### config.mk
export PLATFORM = sky130hd
export DESIGN_NAME = mul_sched_taint
export DESIGN_NICKNAME = d
export VERILOG_FILES = /design/src/rtl/mul_sched_pkg.sv /design/src/rtl/mul_core_taint.sv /design/src/rtl/mul_sched_taint.sv
export SDC_FILE = /design/constraint.sdc
export NUM_CORES = 1
export LEC_CHECK = 0
export ABC_CLOCK_PERIOD_IN_PS = 3100
export CORE_MARGIN = 10
export CORE_UTILIZATION = 48
export DETAILED_ROUTE_END_ITERATION = 8
export GPL_TIMING_DRIVEN = 0
export PLACE_DENSITY = 0.8
export RECOVER_POWER = 100
export SLEW_MARGIN = 5
export SYNTH_ARGS = -nofsm -noshare
export SYNTH_HDL_FRONTEND = slang
export SYNTH_SLANG_ARGS = --single-unit
### constraint.sdc
create_clock -name clk -period 3.1 [get_ports clk]
set_input_delay 0.62 -clock clk [delete_from_list [all_inputs] [get_ports clk]]
set_output_delay 0.62 -clock clk [all_outputs]
set_load 0.05 [all_outputs]
### src/rtl/mul_sched_pkg.sv
// ---------------------------------------------------------------------------
// mul_sched_pkg
// Shared types and constants for the taint-tracked multiplier scheduler.
//   sched_state_e : scheduler FSM encoding (IDLE, BUSY, DONE)
//   WIDTH_DEFAULT : default operand width
//   CNT_W         : width of the BUSY-cycle counter (MUL_LATENCY <= 7)
// ---------------------------------------------------------------------------
package mul_sched_pkg;

    typedef enum logic [1:0] {
        IDLE = 2'd0,
        BUSY = 2'd1,
        DONE = 2'd2
    } sched_state_e;

    localparam int WIDTH_DEFAULT = 4;
    localparam int CNT_W         = 3;

endpackage

### src/rtl/mul_core_taint.sv
// ---------------------------------------------------------------------------
// mul_core_taint
// Variable-latency multiplier core used by mul_sched_taint. Latches the
// operands on start, counts BUSY cycles, flags completion and registers the
// full-width product together with its sticky result taint.
//
// Optional feature macro: MUL_SCHED_CONST_TIME_EN
//   defined   : no zero-operand early exit, completion always at MUL_LATENCY
//   undefined : completion also when either latched operand is zero
//
// Ports
//   clk        in   clock
//   rst        in   synchronous active-high reset
//   start_i    in   operation accepted this cycle (latch operands, cnt=1)
//   busy_i     in   scheduler is in BUSY
//   a_i, b_i   in   winner operands
//   opnd_t_i   in   winner operand taint (a_t | b_t)
//   done_o     out  operation completes this BUSY cycle
//   result_o   out  registered product, 2*WIDTH bits
//   res_t_o    out  sticky result taint
// ---------------------------------------------------------------------------
module mul_core_taint
    import mul_sched_pkg::*;
#(
    parameter int WIDTH       = WIDTH_DEFAULT,
    parameter int MUL_LATENCY = 2
) (
    input  logic                 clk,
    input  logic                 rst,
    input  logic                 start_i,
    input  logic                 busy_i,
    input  logic [WIDTH-1:0]     a_i,
    input  logic [WIDTH-1:0]     b_i,
    input  logic                 opnd_t_i,
    output logic                 done_o,
    output logic [2*WIDTH-1:0]   result_o,
    output logic                 res_t_o
);

    localparam logic [CNT_W-1:0] LAT = CNT_W'(MUL_LATENCY);

    logic [CNT_W-1:0]   cnt_q, cnt_d;
    logic [WIDTH-1:0]   a_q, b_q;
    logic [2*WIDTH-1:0] result_q, result_d;
    logic [2*WIDTH-1:0] prod;
    logic               res_t_q, res_t_d;
    logic               lat_hit;

    assign lat_hit = (cnt_q == LAT);
    // Operands are widened before multiplying so the product is never truncated.
    assign prod    = (2*WIDTH)'(a_q) * (2*WIDTH)'(b_q);

`ifdef MUL_SCHED_CONST_TIME_EN
    assign done_o = busy_i && lat_hit;
`else
    logic zero_opnd;
    assign zero_opnd = (a_q == '0) || (b_q == '0);
    assign done_o    = busy_i && (lat_hit || zero_opnd);
`endif

    always_comb begin
        cnt_d    = cnt_q;
        result_d = result_q;
        res_t_d  = res_t_q;
        if (start_i) begin
            cnt_d   = CNT_W'(1);
            res_t_d = res_t_q | opnd_t_i;
        end else if (busy_i) begin
            if (done_o) begin
                result_d = prod;
            end else begin
                cnt_d = cnt_q + CNT_W'(1);
            end
        end
    end

    always_ff @(posedge clk) begin
        if (rst) begin
            cnt_q    <= '0;
            result_q <= '0;
            res_t_q  <= 1'b0;
        end else begin
            cnt_q    <= cnt_d;
            result_q <= result_d;
            res_t_q  <= res_t_d;
        end
    end

    // Operand latches are pure data; they are only meaningful after a start.
    always_ff @(posedge clk) begin
        if (start_i) begin
            a_q <= a_i;
            b_q <= b_i;
        end
    end

    assign result_o = result_q;
    assign res_t_o  = res_t_q;

endmodule

### src/rtl/mul_sched_taint.sv
// ---------------------------------------------------------------------------
// mul_sched_taint
// Round-robin scheduler sharing one variable-latency multiplier between two
// requesters. Each port carries a 1-bit taint companion; control taint
// (ctl_t) covers response timing, result taint covers the product value.
//
// Optional feature macro: MUL_SCHED_CONST_TIME_EN
//   defined   : constant-time multiply, operand taint kept out of ctl_t
//   undefined : zero-operand early exit, operand taint ORed into ctl_t
//
// Ports
//   clk, rst                 clock, synchronous active-high reset
//   req_valid[1:0]           per-requester valid,   req_valid_t taint
//   req_a, req_b [2*WIDTH]   packed operands (requester 0 in low bits)
//   req_a_t, req_b_t [1:0]   per-requester operand taint
//   req_ready[1:0]           combinational grant,   req_ready_t taint
//   resp_valid/resp_ready    response handshake,    *_t taints
//   resp_id                  requester of the response, resp_id_t taint
//   resp_result [2*WIDTH]    product,                resp_result_t taint
// ---------------------------------------------------------------------------
module mul_sched_taint
    import mul_sched_pkg::*;
#(
    parameter int WIDTH       = WIDTH_DEFAULT,
    parameter int MUL_LATENCY = 2
) (
    input  logic                 clk,
    input  logic                 rst,
    input  logic [1:0]           req_valid,
    input  logic [1:0]           req_valid_t,
    input  logic [2*WIDTH-1:0]   req_a,
    input  logic [2*WIDTH-1:0]   req_b,
    input  logic [1:0]           req_a_t,
    input  logic [1:0]           req_b_t,
    output logic [1:0]           req_ready,
    output logic                 req_ready_t,
    output logic                 resp_valid,
    output logic                 resp_valid_t,
    input  logic                 resp_ready,
    input  logic                 resp_ready_t,
    output logic                 resp_id,
    output logic [2*WIDTH-1:0]   resp_result,
    output logic                 resp_id_t,
    output logic                 resp_result_t
);

    sched_state_e       state_q, state_d;
    logic               ptr_q, ptr_d;
    logic               id_q, id_d;
    logic               ctl_t_q, ctl_t_d;

    logic               any_vld;
    logic               win;
    logic               accept;
    logic [WIDTH-1:0]   win_a, win_b;
    logic               win_opnd_t;
    logic               core_done;
    logic [2*WIDTH-1:0] core_result;
    logic               core_res_t;

    // Arbitration: the pointer's requester wins if valid, else the other one.
    assign any_vld    = |req_valid;
    assign win        = req_valid[ptr_q] ? ptr_q : ~ptr_q;
    assign accept     = (state_q == IDLE) && any_vld;
    assign win_a      = win ? req_a[2*WIDTH-1:WIDTH] : req_a[WIDTH-1:0];
    assign win_b      = win ? req_b[2*WIDTH-1:WIDTH] : req_b[WIDTH-1:0];
    assign win_opnd_t = req_a_t[win] | req_b_t[win];

    always_comb begin
        req_ready = 2'b00;
        if (accept) begin
            req_ready[win] = 1'b1;
        end
    end

    always_comb begin
        state_d = state_q;
        ptr_d   = ptr_q;
        id_d    = id_q;
        ctl_t_d = ctl_t_q;
        unique case (state_q)
            IDLE: begin
                ctl_t_d = ctl_t_q | req_valid_t[0] | req_valid_t[1];
                if (accept) begin
                    id_d    = win;
                    state_d = BUSY;
`ifndef MUL_SCHED_CONST_TIME_EN
                    // Early exit makes timing depend on operand values.
                    ctl_t_d = ctl_t_q | req_valid_t[0] | req_valid_t[1] | win_opnd_t;
`endif
                end
            end
            BUSY: begin
                if (core_done) begin
                    state_d = DONE;
                end
            end
            DONE: begin
                ctl_t_d = ctl_t_q | resp_ready_t;
                if (resp_ready) begin
                    ptr_d   = ~id_q;
                    state_d = IDLE;
                end
            end
            default: begin
                state_d = IDLE;
            end
        endcase
    end

    always_ff @(posedge clk) begin
        if (rst) begin
            state_q <= IDLE;
            ptr_q   <= 1'b0;
            id_q    <= 1'b0;
            ctl_t_q <= 1'b0;
        end else begin
            state_q <= state_d;
            ptr_q   <= ptr_d;
            id_q    <= id_d;
            ctl_t_q <= ctl_t_d;
        end
    end

    mul_core_taint #(
        .WIDTH       (WIDTH),
        .MUL_LATENCY (MUL_LATENCY)
    ) u_core (
        .clk      (clk),
        .rst      (rst),
        .start_i  (accept),
        .busy_i   (state_q == BUSY),
        .a_i      (win_a),
        .b_i      (win_b),
        .opnd_t_i (win_opnd_t),
        .done_o   (core_done),
        .result_o (core_result),
        .res_t_o  (core_res_t)
    );

    assign resp_valid    = (state_q == DONE);
    assign resp_id       = id_q;
    assign resp_result   = core_result;
    assign req_ready_t   = ctl_t_q;
    assign resp_valid_t  = ctl_t_q;
    assign resp_id_t     = ctl_t_q;
    assign resp_result_t = core_res_t | ctl_t_q;

endmodule

==> impl_metrics.csv, run 1 <==
group,metric,value,unit
drt,route.vias.total,1278,
placement,dpl.cell_count,240,
sta,fin_crit_sh,96.1,%
logic_synthesis,syn-cell-area,1580,um^2
logic_synthesis,synth_flop_cell,"dfxtp_1",
die,start_util,50.8,%
layout,syn_to_final_growth,31.6,%
die,row_count,20,
clock_network,cts_inserted_buffers,3,
worst_setup_path,cp-end-kind,"output port",
global_routing,grt_pass1_vias,1381,
layout,most-common-layout-cells,"clkdlybuf4s50_1 (25), dfxtp_1 (17), dlygate4sd3_1 (15), ha_1 (14)",
die,ios,44,
hold_path,hold_start,"u_core.res_t_o$_SDFFE_PP0P_",
sta,tightestPinTransition,0.529,ns
logic_synthesis,ys_top_cells_by_area,"dfxtp_1 (22%), edfxtp_1 (15%), ha_1 (11%)",
global_routing,antenna_found_initial,0,
drt,drtPass1Iterations,6,
layout,drive_above_1_share,10.9,%
global_routing,grt_usage,12.5,%
worst_setup_path,crit_buf_inv,2,
power_and_ir_drop,p_int,602,uW
worst_setup_path,startpoint_type,"input pin",
die,fp.dieArea,5980,um^2
logic_synthesis,async_reset_ff_share,0,%
power_and_ir_drop,p_sw,347,uW
logic_synthesis,yosysTopAreaCellShare,21.6,%
worst_setup_path,required,2.48,ns
power_and_ir_drop,ir_drop,298,uV
sta,fin_crit,2.98,ns
drt,wl_per_cell,15.3,um
logic_synthesis,synth_area_per_cell,10.2,um^2
sta,fmax,0.336,GHz
global_routing,grt_max_degree,17,
sta,clock_skew,0.0118,ns
logic_synthesis,syn_nets,200,
clock_network,path_clk_slew,0.15,ns
power_and_ir_drop,seqPwrFrac,41.7,%
logic_synthesis,synth_largest_area_cell,"dfxtp_1",
clock_network,htree_levels,1,
worst_setup_path,crit_slowest_cell,"dlygate4sd3_1",
clock_network,cts_tree,"yes",
drt,drc,0,
sta,drv_slew,0,
worst_setup_path,reg2reg_from,"u_core.a_q[1]$_DFFE_PP_",
layout,mostFrequentLayoutCell,"clkdlybuf4s50_1",
die,fp.dieH,77.3,um
drt,vias_per_cell,5.22,
clock_network,root_buffer,"clkbuf_4",
logic_synthesis,synth-edff-count,8,
layout,stdcell_count,245,
placement,place_hpwl,3.07,mm
clock_network,clockBufferDepth,2,
drt,dr.first_iter.drc_count,80,
sta,finalHoldViolCount,0,
sta,rsz0062_at_grt,"no",
clock_network,hold_buffers,0,
logic_synthesis,yosysUniqueCellTypes,39,
sta,setup_viol,0,
worst_setup_path,path_cells,"dlygate4sd3_1 > nor2b_1 > or2_2 > and2_1 > dlygate4sd2_1",
drt,wirelength,3.75,mm
layout,antenna_cells,0,
hold_path,hp-class,"reg -> reg",
power_and_ir_drop,leakage,0.915,nW
layout,fin_util,66.9,%
layout,fin_nets,248,
sta,timing.slew.headroom,64.6,%
power_and_ir_drop,power_frac_comb,42.0,%
outcome,run_status,"finished clean",
worst_setup_path,crit_family,"buffers and inverters",
flow_run,maxCapViolations,0,
worst_setup_path,crit_path_max_fanout,11,
logic_synthesis,seq_area_frac_synth,36.8,%
clock_network,clock-sinks,25,
power_and_ir_drop,powerDensity,457,nW/um^2
worst_setup_path,slowest_delay,0.57,ns
worst_setup_path,path_class,"in -> out",
clock_network,insertion_delay,0.33,ns
power_and_ir_drop,p_sw_share,36.6,%
die,core,3100,um^2
power_and_ir_drop,power_frac_clock,16.3,%
drt,ant_nets,0,
placement,gp_congestion,0.839,
placement,io_buffer_count,42,
die,die-width,77.3,um
logic_synthesis,postSynthCellCount,154,
logic_synthesis,synth_warnings,0,
worst_setup_path,arrival,2.36,ns
global_routing,grt_overflow,0,
global_routing,grt_first_pass_wirelength,6.35,mm
logic_synthesis,synth_seq_cells,25,
worst_setup_path,crit_start,"req_valid[1]",
-- power groups by stage --
stage	Sequential (mW)	Clock (mW)	Combinational, mW
final	0.396	0.155	0.398
after global routing	0.401	0.174	0.439
after CTS	0.398	0.157	0.405
after detailed placement	0.405	0	0.403
after global placement	0.403	0	0.386
after floorplan	0.425	0	0.257
-- routing by layer --
layer / wire length, um / GRT usage (%) / vias up
met3: 237 / 4.61 / 4
li1: - / - / 640
met5: 0 / 0 / -
met1: 1560 / 13.5 / 603
met2: 1930 / 22.3 / 31
met4: 25 / 3.83 / 0
-- tightest hold or removal path, cell delays in order (launching register included) --
cell and delay, ns:
dfxtp_1 0.34, inv_1 0.05, a21oi_1 0.05
-- final timing paths --
check | to | cells past startpoint | slack, ns
max | req_ready[0] | 5 | 0.12
min | u_core.res_t_o$_SDFFE_PP0P_ | 2 | 0.47
max reg2reg | u_core.result_o[7]$_SDFFE_PP0P_ | 9 | 0.15
min reg2reg | u_core.res_t_o$_SDFFE_PP0P_ | 2 | 0.47
-- final cells by class --
class / count / area [um^2]
tap: 44 / 55.1
sequential: 25 / 581
inverter: 7 / 26.3
timing repair buffer: 45 / 440
fill: 282 / 1030
multi-input combinational: 114 / 916
buffer: 6 / 30.0
clock buffer: 3 / 22.5
clock inverter: 1 / 6.26
-- stage by stage --
| step | TNS [ns] | instance area [um^2] | hold slack, ns | power (mW) | setup slack [ns] |
|---|---|---|---|---|---|
| finish | 0 | 2080 | 0.469 | 0.949 | 0.122 |
| global route | 0 | 2080 | 0.499 | 1.01 | 0.0193 |
| CTS | 0 | 2070 | 0.467 | 0.960 | 0.0515 |
| detailed placement | -0.920 | 2050 | 0.447 | 0.809 | -0.494 |
| global placement | -0.787 | 2050 | 0.433 | 0.789 | -0.422 |
| floorplan | 0 | 1580 | 0.421 | 0.682 | 0.0707 |
-- logic make-up (layout without fill, tap and decap cells) --
logic type               after synthesis  after routing  share of synthesized area, %
AO/OA/AOI/OAI                         27             27                          13.2
XOR/XNOR                               2              2                          1.11
adder cells (fa/ha/maj)               18             18                          16.2
buffers and inverters                 15             62                          4.36
flip-flops                            25             25                          36.8
multiplexers                          13             13                          8.96
AND/OR/NAND/NOR                       54             54                          19.4
-- flip-flops by register name, summed over array words and instances (netlist names) --
name / flops
resp_id: 1
u_core.res_t_o: 1
state_q: 2
u_core.cnt_q: 3
req_ready_t: 1
u_core.result_o: 8
u_core.b_q: 4
ptr_q: 1
u_core.a_q: 4
-- cell usage after synthesis (all sizes together) (4+ instances only) --
cell type,count
a211oi,4
mux2i,4
and2,13
ha,14
a21o,4
nand2,5
a21oi,5
fa,4
nor2,13
nand2b,5
mux2,9
nor2b,4
clkbuf,5
dfxtp,17
inv,7
edfxtp,8
-- timing repair --
item	in CTS	in global routing
pin swaps	0	0
buffers inserted	0	3
resized for setup	4	1
endpoints found under the setup margin	2	1
Power figures use the tool's default switching activity.
==> run 2: changes to the inputs <==
CORE_UTILIZATION = 49   (was 48)
CTS_BUF_LIST = sky130_fd_sc_hd__clkbuf_4 sky130_fd_sc_hd__clkbuf_8   (was not set)
PLACE_DENSITY = 0.81   (was 0.8)
==> impl_metrics.csv, run 2 (same netlist as run 1, synthesis figures left out) <==
group,metric,value,unit
placement,io_buffer_count,42,
power_and_ir_drop,powerDensity,455,nW/um^2
layout,mostFrequentLayoutCell,"clkdlybuf4s50_1",
clock_network,cts_tree,"yes",
drt,dr.first_iter.drc_count,72,
placement,gp_congestion,0.810,
sta,rsz0062_at_grt,"no",
global_routing,antenna_found_initial,0,
layout,seq_area,581,um^2
worst_setup_path,slowest_delay,0.54,ns
clock_network,htree_levels,1,
worst_setup_path,startpoint_type,"input pin",
global_routing,grt_pass1_vias,1372,
clock_network,cts_inserted_buffers,3,
die,fp.dieArea,5890,um^2
worst_setup_path,crit_slowest_cell,"dlygate4sd3_1",
sta,fin_crit,2.96,ns
clock_network,path_clk_slew,0.14,ns
sta,fin_crit_sh,95.6,%
power_and_ir_drop,p_sw_share,35.7,%
drt,wirelength,3.65,mm
power_and_ir_drop,p_sw,337,uW
drt,drtPass1Iterations,5,
layout,fin_util,67.4,%
sta,fmax,0.338,GHz
worst_setup_path,cp-end-kind,"output port",
worst_setup_path,arrival,2.34,ns
layout,syn_to_final_growth,31.6,%
clock_network,root_buffer,"clkbuf_4",
power_and_ir_drop,seqPwrFrac,42.0,%
drt,drc,0,
placement,dpl.cell_count,240,
sta,setup_tns,0,ns
sta,finalHoldViolCount,0,
power_and_ir_drop,ir_drop,301,uV
clock_network,insertion_delay,0.32,ns
sta,drv_slew,0,
die,die-width,76.7,um
global_routing,grt_usage,12.2,%
die,ios,44,
sta,timing.slew.headroom,62.4,%
power_and_ir_drop,power_frac_clock,16.5,%
sta,clock_skew,0.00866,ns
clock_network,clockBufferDepth,2,
hold_path,hp-class,"reg -> reg",
worst_setup_path,crit_family,"buffers and inverters",
layout,stdcell_count,244,
global_routing,grt_max_degree,17,
clock_network,hold_buffers,0,
layout,multi_input_area,921,um^2
worst_setup_path,path_class,"in -> out",
power_and_ir_drop,p_int,608,uW
sta,setup_viol,0,
flow_run,maxCapViolations,0,
drt,ant_nets,0,
die,fp.dieH,76.7,um
worst_setup_path,path_cells,"dlygate4sd3_1 > nor2b_1 > or2_2 > and2_1 > dlygate4sd2_1",
layout,most-common-layout-cells,"clkdlybuf4s50_1 (25), dfxtp_1 (17), dlygate4sd3_1 (15), ha_1 (14)",
worst_setup_path,required,2.48,ns
power_and_ir_drop,power_frac_comb,41.5,%
clock_network,clock-sinks,25,
layout,fin_nets,247,
placement,place_hpwl,3.05,mm
power_and_ir_drop,finalPower,944,uW
power_and_ir_drop,leakage,0.911,nW
layout,drive_above_1_share,11.0,%
global_routing,grt_overflow,0,
drt,vias_per_cell,5.25,
die,row_count,20,
sta,tightestPinTransition,0.556,ns
drt,wl_per_cell,15.0,um
drt,route.vias.total,1281,
die,start_util,51.3,%
layout,antenna_cells,0,
die,core,3080,um^2
worst_setup_path,crit_buf_inv,2,
outcome,run_status,"finished clean",
global_routing,grt_first_pass_wirelength,6.04,mm
layout,fillCellCount,264,
layout,largest_register_ffs,8,
worst_setup_path,crit_path_max_fanout,11,
-- run 2: worst reg2reg max path: cells and delay by family (launching register included) --
kind	cells	cell delay, ns
buffers and inverters	1	0.05
and+or+nand+nor	1	0.10
AOI/OAI and AO/OA	4	0.90
DFF	1	0.42
adders and majority gates	3	1.39
-- run 2: final timing paths --
check | depth (start not counted) | start | slack [ns] | to
worst max-delay path | 5 | req_valid[0] | 0.14 | req_ready[0]
worst min-delay path | 2 | u_core.res_t_o$_SDFFE_PP0P_ | 0.45 | u_core.res_t_o$_SDFFE_PP0P_
worst max register to register | 9 | u_core.a_q[0]$_DFFE_PP_ | 0.19 | u_core.result_o[7]$_SDFFE_PP0P_
worst min register to register | 2 | u_core.res_t_o$_SDFFE_PP0P_ | 0.45 | u_core.res_t_o$_SDFFE_PP0P_
-- run 2: area by class of cell --
cell class | instances | area share (%)
clock buffer | 4 | 1.45
buffer | 6 | 1.45
sequential | 25 | 28.0
timing repair buffer | 44 | 20.9
tap | 44 | 2.65
multi-input combinational | 114 | 44.4
inverter | 7 | 1.27
-- run 2: what timing repair did --
item | CTS | global route
gates resized for setup | 3 | 2
setup buffers | 0 | 2
setup endpoints to repair | 2 | 1
-- run 2: metal layers --
| layer | GRT usage, % | share of wire (%) |
|---|---|---|
| met5 | 0 | 0 |
| met2 | 23.3 | 52 |
| met3 | 4.31 | 7.0 |
| met1 | 12.2 | 40 |
| met4 | 2.79 | 0.49 |
-- run 2: stage by stage --
| stage | setup WS (ns) | instance area, um^2 | hold slack, ns |
|---|---|---|---|
| finish | 0.137 | 2080 | 0.452 |
| floorplan | 0.0707 | 1580 | 0.421 |
| global route | 0.0106 | 2080 | 0.496 |
| detailed placement | -0.526 | 2050 | 0.434 |
| CTS | 0.0130 | 2070 | 0.453 |
| global placement | -0.422 | 2050 | 0.434 |
-- run 2: power groups by stage --
| stage | combinational [mW] | sequential [mW] | clock [mW] |
|---|---|---|---|
| floorplan | 0.257 | 0.425 | 0 |
| global placement | 0.386 | 0.403 | 0 |
| detailed placement | 0.402 | 0.406 | 0 |
| CTS | 0.401 | 0.398 | 0.161 |
| global route | 0.434 | 0.401 | 0.173 |
| finish | 0.392 | 0.397 | 0.156 |
==> run 3: changes to the inputs <==
CELL_PAD_IN_SITES_DETAIL_PLACEMENT = 1   (was not set)
CELL_PAD_IN_SITES_GLOBAL_PLACEMENT = 1   (was not set)
CORE_UTILIZATION = 37   (was 49)
CTS_BUF_LIST = sky130_fd_sc_hd__clkbuf_2 sky130_fd_sc_hd__clkbuf_4 sky130_fd_sc_hd__clkbuf_8   (was sky130_fd_sc_hd__clkbuf_4 sky130_fd_sc_hd__clkbuf_8)
PLACE_DENSITY = not set   (was 0.81)
PLACE_DENSITY_LB_ADDON = 0.1   (was not set)
SKIP_CTS_REPAIR_TIMING = 1   (was not set)
==> impl_metrics.csv, run 3 (same netlist as run 1, synthesis figures left out) <==
group,metric,value,unit
global_routing,grt_first_pass_wirelength,6.97,mm
global_routing,grt_max_degree,17,
placement,place_ws,-0.556,ns
global_routing,grt_pass1_vias,1485,
drt,wl_per_cell,16.4,um
die,die-width,85.3,um
worst_setup_path,path_class,"in -> out",
sta,setup_tns,0,ns
die,row_count,23,
worst_setup_path,crit_path_max_fanout,11,
worst_setup_path,path_cells,"dlygate4sd3_1 > nor2b_1 > or2_2 > and2_1 > clkbuf_1",
clock_network,clock-sinks,25,
sta,rsz0062_at_grt,"no",
clock_network,clockBufferDepth,2,
sta,whs,0.460,ns
die,ios,44,
drt,route.vias.total,1290,
flow_run,maxCapViolations,0,
layout,fillCellCount,449,
outcome,run_status,"finished clean",
sta,tightestPinTransition,0.602,ns
placement,place_hpwl,3.44,mm
die,core,4060,um^2
worst_setup_path,reg2reg_from,"u_core.a_q[0]$_DFFE_PP_",
drt,ant_nets,0,
sta,setup_viol,0,
die,fp.dieArea,7280,um^2
layout,fin_nets,245,
layout,mostFrequentLayoutCell,"clkdlybuf4s50_1",
layout,syn_to_final_growth,33.6,%
die,start_util,38.9,%
power_and_ir_drop,powerDensity,475,nW/um^2
worst_setup_path,slowest_delay,0.57,ns
clock_network,insertion_delay,0.27,ns
clock_network,cts_tree,"yes",
clock_network,root_buffer,"clkbuf_8",
drt,wirelength,4.07,mm
layout,drive_above_1_share,11.6,%
die,fp.dieH,85.3,um
clock_network,htree_levels,1,
global_routing,grt_usage,11.3,%
sta,fin_crit,2.93,ns
sta,worst_slack,0.174,ns
worst_setup_path,crit_slowest_cell,"dlygate4sd3_1",
layout,design_area,2110,um^2
hold_path,hp-class,"reg -> reg",
worst_setup_path,arrival,2.31,ns
layout,most-common-layout-cells,"clkdlybuf4s50_1 (25), dfxtp_1 (17), dlygate4sd3_1 (15)",
drt,drc,0,
power_and_ir_drop,ir_drop,324,uV
power_and_ir_drop,leakage,0.896,nW
drt,dr.first_iter.drc_count,15,
worst_setup_path,startpoint_type,"input pin",
global_routing,antenna_found_initial,0,
clock_network,cts_inserted_buffers,3,
placement,dpl-instance-area,2060,um^2
worst_setup_path,crit_start,"req_valid[1]",
sta,drv_slew,0,
layout,largest_register_ffs,8,
sta,fmax,0.342,GHz
placement,gp_congestion,0.757,
drt,drtPass1Iterations,2,
layout,antenna_cells,0,
sta,finalHoldViolCount,0,
worst_setup_path,cp-end-kind,"output port",
power_and_ir_drop,finalPower,1.00,mW
sta,clock_skew,0.00965,ns
placement,io_buffer_count,42,
sta,fin_crit_sh,94.4,%
global_routing,grt_overflow,0,
worst_setup_path,required,2.48,ns
drt,vias_per_cell,5.20,
hold_path,hold_start,"u_core.res_t_o$_SDFFE_PP0P_",
sta,timing.slew.headroom,60.1,%
clock_network,path_clk_slew,0.09,ns
-- run 3: area by class of cell --
class,instances,area [um^2],area share (%)
Sequential cell,25,581,27.5
Multi-Input combinational cell,114,951,45.1
Inverter,7,26.3,1.25
Timing Repair Buffer,42,408,19.3
Clock inverter,1,5.00,0.237
Buffer,6,33.8,1.60
Tap cell,50,62.6,2.97
Clock buffer,3,41.3,1.96
-- run 3: worst paths after layout --
kind	to	slack [ns]	cells after the start
setup / recovery	req_ready[0]	0.17	5
hold reg to reg	u_core.res_t_o$_SDFFE_PP0P_	0.46	2
setup reg to reg	u_core.result_o[7]$_SDFFE_PP0P_	0.24	9
hold / removal	u_core.res_t_o$_SDFFE_PP0P_	0.46	2
-- run 3: report_power, final --
part / leakage [nW] / internal, mW / total [mW] / switching, mW
Sequential: 0.217 / 0.372 / 0.398 / 0.0268
Clock: 0.0255 / 0.0898 / 0.193 / 0.104
Combinational: 0.653 / 0.181 / 0.410 / 0.229
Total: 0.896 / 0.643 / 1.00 / 0.359
-- run 3: metal layers --
| layer | global-route usage [%] | vias to the layer above | wire [um] |
|---|---|---|---|
| met1 | 11.3 | 627 | 1610 |
| met5 | 0 | - | 0 |
| met2 | 21.9 | 29 | 2150 |
| met3 | 4.49 | 2 | 289 |
| li1 | - | 632 | - |
| met4 | 1.35 | 0 | 14 |
-- run 3: per-stage QoR --
| stage | cells | utilization, % |
|---|---|---|
| 6_report | 248 | 52.0 |
| 5_1_grt | 248 | 52.0 |
| 4_1_cts | 250 | 51.9 |
| 3_5_place_dp | 246 | 50.8 |
| 3_3_place_gp | 246 | 50.8 |
| 2_1_floorplan | 154 | - |
-- run 3: critical path, delay by kind of cell --
kind	cells	cell delay, ns
buffers and inverters	2	1.03
AND/OR/NAND/NOR	3	0.65
